**config.mk**
```make
export PLATFORM = sky130hd
export DESIGN_NAME = dense_acc_latch_flat
export DESIGN_NICKNAME = d
export VERILOG_FILES = /design/src/rtl/dense_acc_latch_if.sv /design/src/rtl/dense_acc_latch.sv /design/src/flat_wrapper.sv
export SDC_FILE = /design/constraint.sdc
export NUM_CORES = 2
export LEC_CHECK = 0
export CAP_MARGIN = 20
export CORE_MARGIN = 10
export CORE_UTILIZATION = 60
export CTS_CLUSTER_DIAMETER = 60
export DETAILED_ROUTE_END_ITERATION = 10
export PLACE_DENSITY = 0.82
export SYNTH_ARGS = -nofsm -noshare
export SYNTH_HDL_FRONTEND = slang
export SYNTH_SLANG_ARGS = --single-unit
```
**constraint.sdc**
```tcl
create_clock -name clk -period 4.2 [get_ports clk]
set_input_delay 0.84 -clock clk [delete_from_list [all_inputs] [get_ports clk]]
set_output_delay 0.84 -clock clk [all_outputs]
set_load 0.1 [all_outputs]
```
**src/rtl/dense_acc_latch_if.sv**
```systemverilog
// Read channel of dense_acc_latch: request (en/addr) from the reader, registered response back.
interface dense_acc_latch_if #(
    parameter int unsigned N_PE   = 8,
    parameter int unsigned DATA_W = 16
);
    localparam int unsigned AW = (N_PE > 1) ? $clog2(N_PE) : 1;

    logic              dense_rd_en;
    logic [AW-1:0]     dense_rd_addr;
    logic [DATA_W-1:0] dense_rd_data;
    logic              dense_rd_valid;

    modport master (output dense_rd_en, dense_rd_addr, input dense_rd_data, dense_rd_valid);
    modport slave  (input dense_rd_en, dense_rd_addr, output dense_rd_data, dense_rd_valid);
endinterface

```
**src/rtl/dense_acc_latch.sv**
```systemverilog
// Per-lane dense accumulators with narrowing, nonlinearity capture, latch bank and 1-cycle read port.
// Optional macro DENSE_ACC_SAT_EN: saturating accumulate plus sticky acc_overflow flag.
module dense_acc_latch #(
    parameter int unsigned N_PE   = 8,
    parameter int unsigned ACC_W  = 32,
    parameter int unsigned DATA_W = 16,
    parameter int unsigned FRAC_W = 8
) (
    input  logic                  clk,
    input  logic                  rst,
    input  logic                  dense_enable,
    input  logic [N_PE*ACC_W-1:0] mac_sum,
    input  logic [N_PE-1:0]       dense_adder_on,
    input  logic [N_PE-1:0]       dense_adder_reset,
    input  logic [N_PE-1:0]       nl_enable,
    input  logic [1:0]            nl_type,
    input  logic                  dense_latch,
    dense_acc_latch_if.slave      rd,
    output logic                  acc_overflow
);
    localparam int unsigned AW    = (N_PE > 1) ? $clog2(N_PE) : 1;
    localparam int unsigned DEPTH = 1 << AW;

    localparam logic signed [ACC_W-1:0]  NAR_MAX = {{(ACC_W-DATA_W+1){1'b0}}, {(DATA_W-1){1'b1}}};
    localparam logic signed [ACC_W-1:0]  NAR_MIN = {{(ACC_W-DATA_W+1){1'b1}}, {(DATA_W-1){1'b0}}};
    localparam logic signed [DATA_W-1:0] OUT_MAX = {1'b0, {(DATA_W-1){1'b1}}};
    localparam logic signed [DATA_W-1:0] OUT_MIN = {1'b1, {(DATA_W-1){1'b0}}};

    logic signed [ACC_W-1:0]  r_acc   [N_PE];
    logic signed [DATA_W-1:0] r_nl    [N_PE];
    logic signed [DATA_W-1:0] r_latch [N_PE];
    logic [DATA_W-1:0]        r_rd_data;
    logic                     r_rd_valid;

    logic signed [ACC_W-1:0]  w_mac     [N_PE];
    logic signed [ACC_W-1:0]  w_add     [N_PE];
    logic signed [ACC_W-1:0]  w_shift   [N_PE];
    logic signed [DATA_W-1:0] w_nar     [N_PE];
    logic signed [DATA_W-1:0] w_nl      [N_PE];
    logic signed [ACC_W-1:0]  w_acc_nxt [N_PE];
    logic [DATA_W-1:0]        w_bank    [DEPTH];
    logic [DATA_W-1:0]        w_rd_word;

`ifdef DENSE_ACC_SAT_EN
    localparam logic signed [ACC_W-1:0] ACC_MAX = {1'b0, {(ACC_W-1){1'b1}}};
    localparam logic signed [ACC_W-1:0] ACC_MIN = {1'b1, {(ACC_W-1){1'b0}}};
    logic [ACC_W:0] w_sum     [N_PE];
    logic           w_add_sat [N_PE];
    logic           w_nar_sat [N_PE];
    logic           w_ovf_set;
    logic           r_ovf;
`endif

    // Per-lane datapath: add, narrow, nonlinearity and next accumulator value
    always_comb begin
`ifdef DENSE_ACC_SAT_EN
        w_ovf_set = 1'b0;
`endif
        for (int i = 0; i < N_PE; i++) begin
            w_mac[i] = $signed(mac_sum[i*ACC_W +: ACC_W]);
`ifdef DENSE_ACC_SAT_EN
            w_sum[i]     = {r_acc[i][ACC_W-1], r_acc[i]} + {w_mac[i][ACC_W-1], w_mac[i]};
            w_add_sat[i] = w_sum[i][ACC_W] != w_sum[i][ACC_W-1];
            if (w_add_sat[i]) w_add[i] = w_sum[i][ACC_W] ? ACC_MIN : ACC_MAX;
            else              w_add[i] = $signed(w_sum[i][ACC_W-1:0]);
`else
            w_add[i] = r_acc[i] + w_mac[i];
`endif
            w_shift[i] = r_acc[i] >>> FRAC_W;
            if (w_shift[i] > NAR_MAX)      w_nar[i] = OUT_MAX;
            else if (w_shift[i] < NAR_MIN) w_nar[i] = OUT_MIN;
            else                           w_nar[i] = $signed(w_shift[i][DATA_W-1:0]);
`ifdef DENSE_ACC_SAT_EN
            w_nar_sat[i] = (w_shift[i] > NAR_MAX) || (w_shift[i] < NAR_MIN);
`endif
            case (nl_type)
                2'd1:    w_nl[i] = w_nar[i][DATA_W-1] ? '0 : w_nar[i];
                2'd2:    w_nl[i] = w_nar[i][DATA_W-1] ? (w_nar[i] >>> 3) : w_nar[i];
                default: w_nl[i] = w_nar[i];
            endcase
            // Capture restarts the accumulator with this cycle's sum so no cycle is lost
            if (nl_enable[i])                               w_acc_nxt[i] = dense_adder_on[i] ? w_mac[i] : '0;
            else if (dense_adder_on[i])                     w_acc_nxt[i] = w_add[i];
            else if (dense_adder_reset[i] && !dense_enable) w_acc_nxt[i] = '0;
            else                                            w_acc_nxt[i] = r_acc[i];
`ifdef DENSE_ACC_SAT_EN
            if ((nl_enable[i] && w_nar_sat[i]) || (!nl_enable[i] && dense_adder_on[i] && w_add_sat[i]))
                w_ovf_set = 1'b1;
`endif
        end
    end

    // Read bank padded to a power of two; unpopulated addresses read as zero
    for (genvar j = 0; j < DEPTH; j++) begin : g_bank
        if (j < N_PE) begin : g_live
            assign w_bank[j] = r_latch[j];
        end else begin : g_pad
            assign w_bank[j] = '0;
        end
    end
    assign w_rd_word = w_bank[rd.dense_rd_addr];

    always_ff @(posedge clk) begin
        if (rst) begin
            for (int i = 0; i < N_PE; i++) begin
                r_acc[i]   <= '0;
                r_nl[i]    <= '0;
                r_latch[i] <= '0;
            end
            r_rd_data  <= '0;
            r_rd_valid <= 1'b0;
`ifdef DENSE_ACC_SAT_EN
            r_ovf      <= 1'b0;
`endif
        end else begin
            for (int i = 0; i < N_PE; i++) begin
                r_acc[i] <= w_acc_nxt[i];
                if (nl_enable[i]) r_nl[i]    <= w_nl[i];
                if (dense_latch)  r_latch[i] <= r_nl[i];
            end
            r_rd_valid <= rd.dense_rd_en;
            if (rd.dense_rd_en) r_rd_data <= w_rd_word;
`ifdef DENSE_ACC_SAT_EN
            if (w_ovf_set) r_ovf <= 1'b1;
`endif
        end
    end

    assign rd.dense_rd_data  = r_rd_data;
    assign rd.dense_rd_valid = r_rd_valid;
`ifdef DENSE_ACC_SAT_EN
    assign acc_overflow = r_ovf;
`else
    assign acc_overflow = 1'b0;
`endif
endmodule

```
**src/flat_wrapper.sv**
```systemverilog
// flat-port wrapper written by rule: the top's interface ports become plain ports
module dense_acc_latch_flat 
#(
    parameter int unsigned N_PE   = 8,
    parameter int unsigned ACC_W  = 32,
    parameter int unsigned DATA_W = 16,
    parameter int unsigned FRAC_W = 8
)
  (clk, rst, dense_enable, mac_sum, dense_adder_on, dense_adder_reset, nl_enable, nl_type, dense_latch, acc_overflow, rd_dense_rd_en, rd_dense_rd_addr, rd_dense_rd_data, rd_dense_rd_valid);
  dense_acc_latch_if #(.N_PE(N_PE), .DATA_W(DATA_W)) rd_i ();
  input  logic clk;
  input  logic rst;
  input  logic dense_enable;
  input  logic [N_PE*ACC_W-1:0] mac_sum;
  input  logic [N_PE-1:0] dense_adder_on;
  input  logic [N_PE-1:0] dense_adder_reset;
  input  logic [N_PE-1:0] nl_enable;
  input  logic [1:0] nl_type;
  input  logic dense_latch;
  output logic acc_overflow;
  input wire logic [$bits(rd_i.dense_rd_en)-1:0] rd_dense_rd_en;
  input wire logic [$bits(rd_i.dense_rd_addr)-1:0] rd_dense_rd_addr;
  output wire logic [$bits(rd_i.dense_rd_data)-1:0] rd_dense_rd_data;
  output wire logic [$bits(rd_i.dense_rd_valid)-1:0] rd_dense_rd_valid;
  assign rd_i.dense_rd_en = rd_dense_rd_en;
  assign rd_i.dense_rd_addr = rd_dense_rd_addr;
  assign rd_dense_rd_data = rd_i.dense_rd_data;
  assign rd_dense_rd_valid = rd_i.dense_rd_valid;
  dense_acc_latch #(.N_PE(N_PE), .ACC_W(ACC_W), .DATA_W(DATA_W), .FRAC_W(FRAC_W)) u_core (.clk(clk), .rst(rst), .dense_enable(dense_enable), .mac_sum(mac_sum), .dense_adder_on(dense_adder_on), .dense_adder_reset(dense_adder_reset), .nl_enable(nl_enable), .nl_type(nl_type), .dense_latch(dense_latch), .rd(rd_i), .acc_overflow(acc_overflow));
endmodule
```
After elaboration in Yosys (flattened, before gate mapping)
Memories as Yosys holds them, arrays and structs flattened.
Index checks and enable logic that the tools add are counted.
{"block": "word_totals", "reg_bits": 17, "ram_bits": 512, "input_bits": 290, "out_inout_bits": 18, "memories": 3}
{"name": "u_core.r_acc", "depth": 8, "width": 32, "rd": 8, "rd_clocked_by_memory_dff": 0, "write_ports": 8, "line_no": "dense_acc_latch.sv:29", "text": "logic signed [ACC_W-1:0] r_acc [N_PE];"}
{"name": "u_core.r_latch", "depth": 8, "width": 16, "rd": 8, "rd_clocked_by_memory_dff": 0, "write_ports": 8, "line_no": "dense_acc_latch.sv:31", "text": "logic signed [DATA_W-1:0] r_latch [N_PE];"}
{"name": "u_core.r_nl", "depth": 8, "width": 16, "rd": 8, "rd_clocked_by_memory_dff": 0, "write_ports": 8, "line_no": "dense_acc_latch.sv:30", "text": "logic signed [DATA_W-1:0] r_nl [N_PE];"}
{"block": "classes", "n_addsub": 8, "n_lt_le_gt_ge": 17, "n_eq_ne": 2, "n_mux": 129, "n_bitwise": 25, "n_reduce_logical": 9}
{"op": "$mux 32", "count": 40}
{"op": "$mux 16", "count": 42}
{"op": "$add 32x32->32", "count": 8}
{"op": "$pmux 16 s2", "count": 8}
{"op": "$gt 24x16->1 const B", "count": 8}
{"op": "$lt 24x16->1 const B", "count": 8}
{"op": "$mux 15", "count": 8}
{"op": "$bmux 16 s3", "count": 1}
{"op": "$mux 1", "count": 30}
{"op": "$or 1x1->1", "count": 24}
{"op": "$logic_and 1x1->1", "count": 8}
{"op": "$ge 4x4->1 const B", "count": 1}
{"op": "$not 3->4", "count": 1}
{"op": "$eq 2x1->1 const B", "count": 1}
{"op": "$eq 2x2->1 const B", "count": 1}
{"op": "$logic_not 1->1", "count": 1}

Longest topological paths before layout
An unclocked memory read counts as a cell.
{"block": "logic_depth", "depth_word": 7, "mapped_depth": 13, "mapped_depth_nobuf": 13}

Worst setup path before layout
No wires, ideal clock.
{"block": "synth_timing", "path_type": "input to register", "start": "in rst", "end": "mem u_core.r_latch[0][0], enable pin", "setup_time_ps": 433, "arrival_ps": 3244, "required_ps": 3767, "path_slack_ps": 523, "cell_stages": 4, "path_cell_list": "clkbuf_1 clkbuf_1 clkbuf_1 or2_2"}
{"element": "from (decl)", "line_no": "flat_wrapper.sv:12", "text": "input logic rst;"}
{"element": "to (decl)", "line_no": "dense_acc_latch.sv:31"}

==> impl_metrics.ini <==
[die]
die_y_um = 265
initial_core_util_pct = 60.9
dieWidth_um = 265
core-area_sq_um = 59200
num_rows = 89
dieArea_sq_um = 70300
io_pins = 308

[logic_synthesis]
synth_enable_flop_cells = 256
syn_area_sq_um = 36100
postSynthAreaPerCell_sq_um = 8.85
ys_ff_latch = 529
ys_seq_area_share_pct = 36.5
synth_top_cell_by_area = edfxtp_1
synthesis.nets = 4623
ys_warn_count = 0
syn_inst = 4075
async_reset_ff_share_pct = 0
yosysTopAreaCellShare_pct = 21.3
synthFlopType = dfxtp_1
synth_area_leaders = edfxtp_1 21%, dfxtp_1 15%, ha_1 8.7%
ys_types = 93

[clock_network]
htreeDepth = 2
cts-root-buf = clkbuf_16
cts_made_buffers = 60
holdBufCountCts = 0
tritoncts = built
post-cts-setup-buffers = 0
cts_num_sinks = 529
cts_resized = 0
clk-insertion-delay-late_ns = 0.64
cts_buffer_depth = 3
clk_pin_slew_ns = 0.06

[placed_design]
dp_hpwl_mm = 77.9
place_congestion = 1.00
portBuffers = 306

[flow_run]
cap_violations = 0

[power]
p_leak_uw = 0.0172
clockPowerShare_pct = 36.2
internal-power_uw = 10800
switching_share_pct = 31.2
p_per_area_nw_per_um2 = 371
total_power_uw = 15600
seqPwrFrac_pct = 39.7
p_comb_share_pct = 24.1
p_sw_uw = 4890
ir_worst_vdd_mv = 0.316

[global_routing]
first_global_vias = 31200
track_usage_pct = 29.0
grt_first_pass_wirelength_mm = 167
grt_max_degree = 92
grt_overflow = 0
antenna_found_initial = 8

[outcome]
status = finished clean

[worst_setup_path]
critPathCaptureType = flop
path_class = in2reg
path_cells = clkdlybuf4s50_1 -> ha_1 -> a21oi_1 -> a21boi_0 -> o221a_2 -> a211o_1 -> a21o_1 -> a41oi_2 -> o21ai_1 -> a211o_1 -> o21a_1 -> o31a_1
worstPathRequired_ns = 4.73
path_max_fanout = 4
crit_slowest_cell = clkdlybuf4s50_1
cpPeakStageDelay_ns = 0.43
crit_arrival_ns = 4.11
crit_path_start_kind = input pin
crit_path_frequent_cell = a211o_1

[timing]
final.setup.tns_ns = 0
fin_skew_ns = 0.0148
slew_headroom_pct = 22.5
final_max_slew_viol_count = 0
tightest_slew_ns = 1.16
finalHoldViolCount = 0
setup_violations = 0
min_period_ns = 3.58
clock.fmax_ghz = 0.279
timing.final.crit_share_pct = 85.3
rsz0062_at_grt = no

[drt]
drtPass1Iterations = 9
ant_nets = 0
drc = 0
vias = 33100
viasPerCell = 6.45
wirelength_mm = 107
routedWlPerCell_um = 20.8
dr.first_iter.drc_count = 3588

[cells_and_area]
syn_to_final_growth_pct = 16.9
layout_commonest_cell = nand2_1
layout_common_cells = 352 x nand2_1, 348 x a21oi_1, 340 x nor2_1
drive_gt1_share_pct = 6.77
fin_util_pct = 71.2
nets = 4853

[min_path]
hold_path_class = reg2reg
-- per-stage QoR --
stage	instances	hold slack [ns]	instance area [sq um]	worst slack (ns)
after floorplan	4075	0.440	36100	0.523
after global placement	5010	0.450	40000	0.100
after detailed placement	5010	0.455	40000	0.0185
after CTS	5124	0.464	42100	0.649
after global routing	5134	0.502	42200	0.349
final	5135	0.462	42200	0.617
-- path summary, 6_finish.rpt --
| path | from | to | slack [ns] | depth (start not counted) |
|---|---|---|---|---|
| setup / recovery | mac_sum[136] | u_core.r_acc[2][30] | 0.62 | 12 |
| hold / removal | u_core.r_acc[0][36] | u_core.r_acc[0][36] | 0.46 | 2 |
| setup reg to reg | u_core.r_acc[2][8] | u_core.r_acc[2][30] | 0.87 | 11 |
| hold reg to reg | u_core.r_acc[0][36] | u_core.r_acc[0][36] | 0.46 | 2 |
-- per-layer routing --
layer / wire length [um] / global-route usage (%)
met5: 35 / 0
met4: 4490 / 12.4
met3: 8320 / 4.90
met2: 49200 / 47.0
met1: 45000 / 37.9
-- synthesized netlist by cell type, types with 72 or more instances --
master and number:
a21o_1 122, a21oi_1 348, a22oi_1 179, and2_1 127, clkbuf_1 203, dfxtp_1 273
edfxtp_1 256, ha_1 250, inv_1 100, nand2_1 352, nor2_1 340, nor2b_1 82
o21ai_0 331, xnor2_1 111, xor2_1 72
-- critical path: cells and delay by family --
kind                     cells  cell delay [ns]
buffers and inverters        1             0.43
AO/OA/AOI/OAI               10             2.47
adder cells (fa/ha/maj)      1             0.36
-- logic make-up after synthesis --
group | synth area share [%]
AOI/OAI and AO/OA | 26.5
xor gates and xnor gates | 4.44
adders and majority gates | 9.12
buffers and inverters | 3.57
DFF | 36.5
muxes | 3.32
other | 0.0104
and+or+nand+nor | 16.6
-- sequential cells by signal (all words and copies together) (netlist names) --
| name | flops |
|---|---|
| u_core.rd.dense_rd_data | 16 |
| u_core.r_acc | 256 |
| u_core.r_nl | 128 |
| u_core.r_latch | 128 |
| u_core.rd.dense_rd_valid | 1 |
-- power groups by stage --
| stage | combinational (uW) | clock, uW | sequential (uW) |
|---|---|---|---|
| floorplan | 2580 | 0 | 6210 |
| global placement | 3620 | 0 | 6290 |
| detailed placement | 3670 | 0 | 6300 |
| CTS | 3710 | 5710 | 6200 |
| global route | 4160 | 5880 | 6240 |
| finish | 3770 | 5650 | 6220 |
-- area by class of cell --
class	instances	area (sq um)
Sequential cell	529	13200
Tap cell	773	967
Inverter	101	379
Timing Repair Buffer	398	3820
Clock buffer	69	1560
Antenna cell	5	12.5
Fill cell	4602	17100
Multi-Input combinational cell	3215	21700
Clock inverter	45	551
Note: power is estimated with default switching activity, not from simulation.
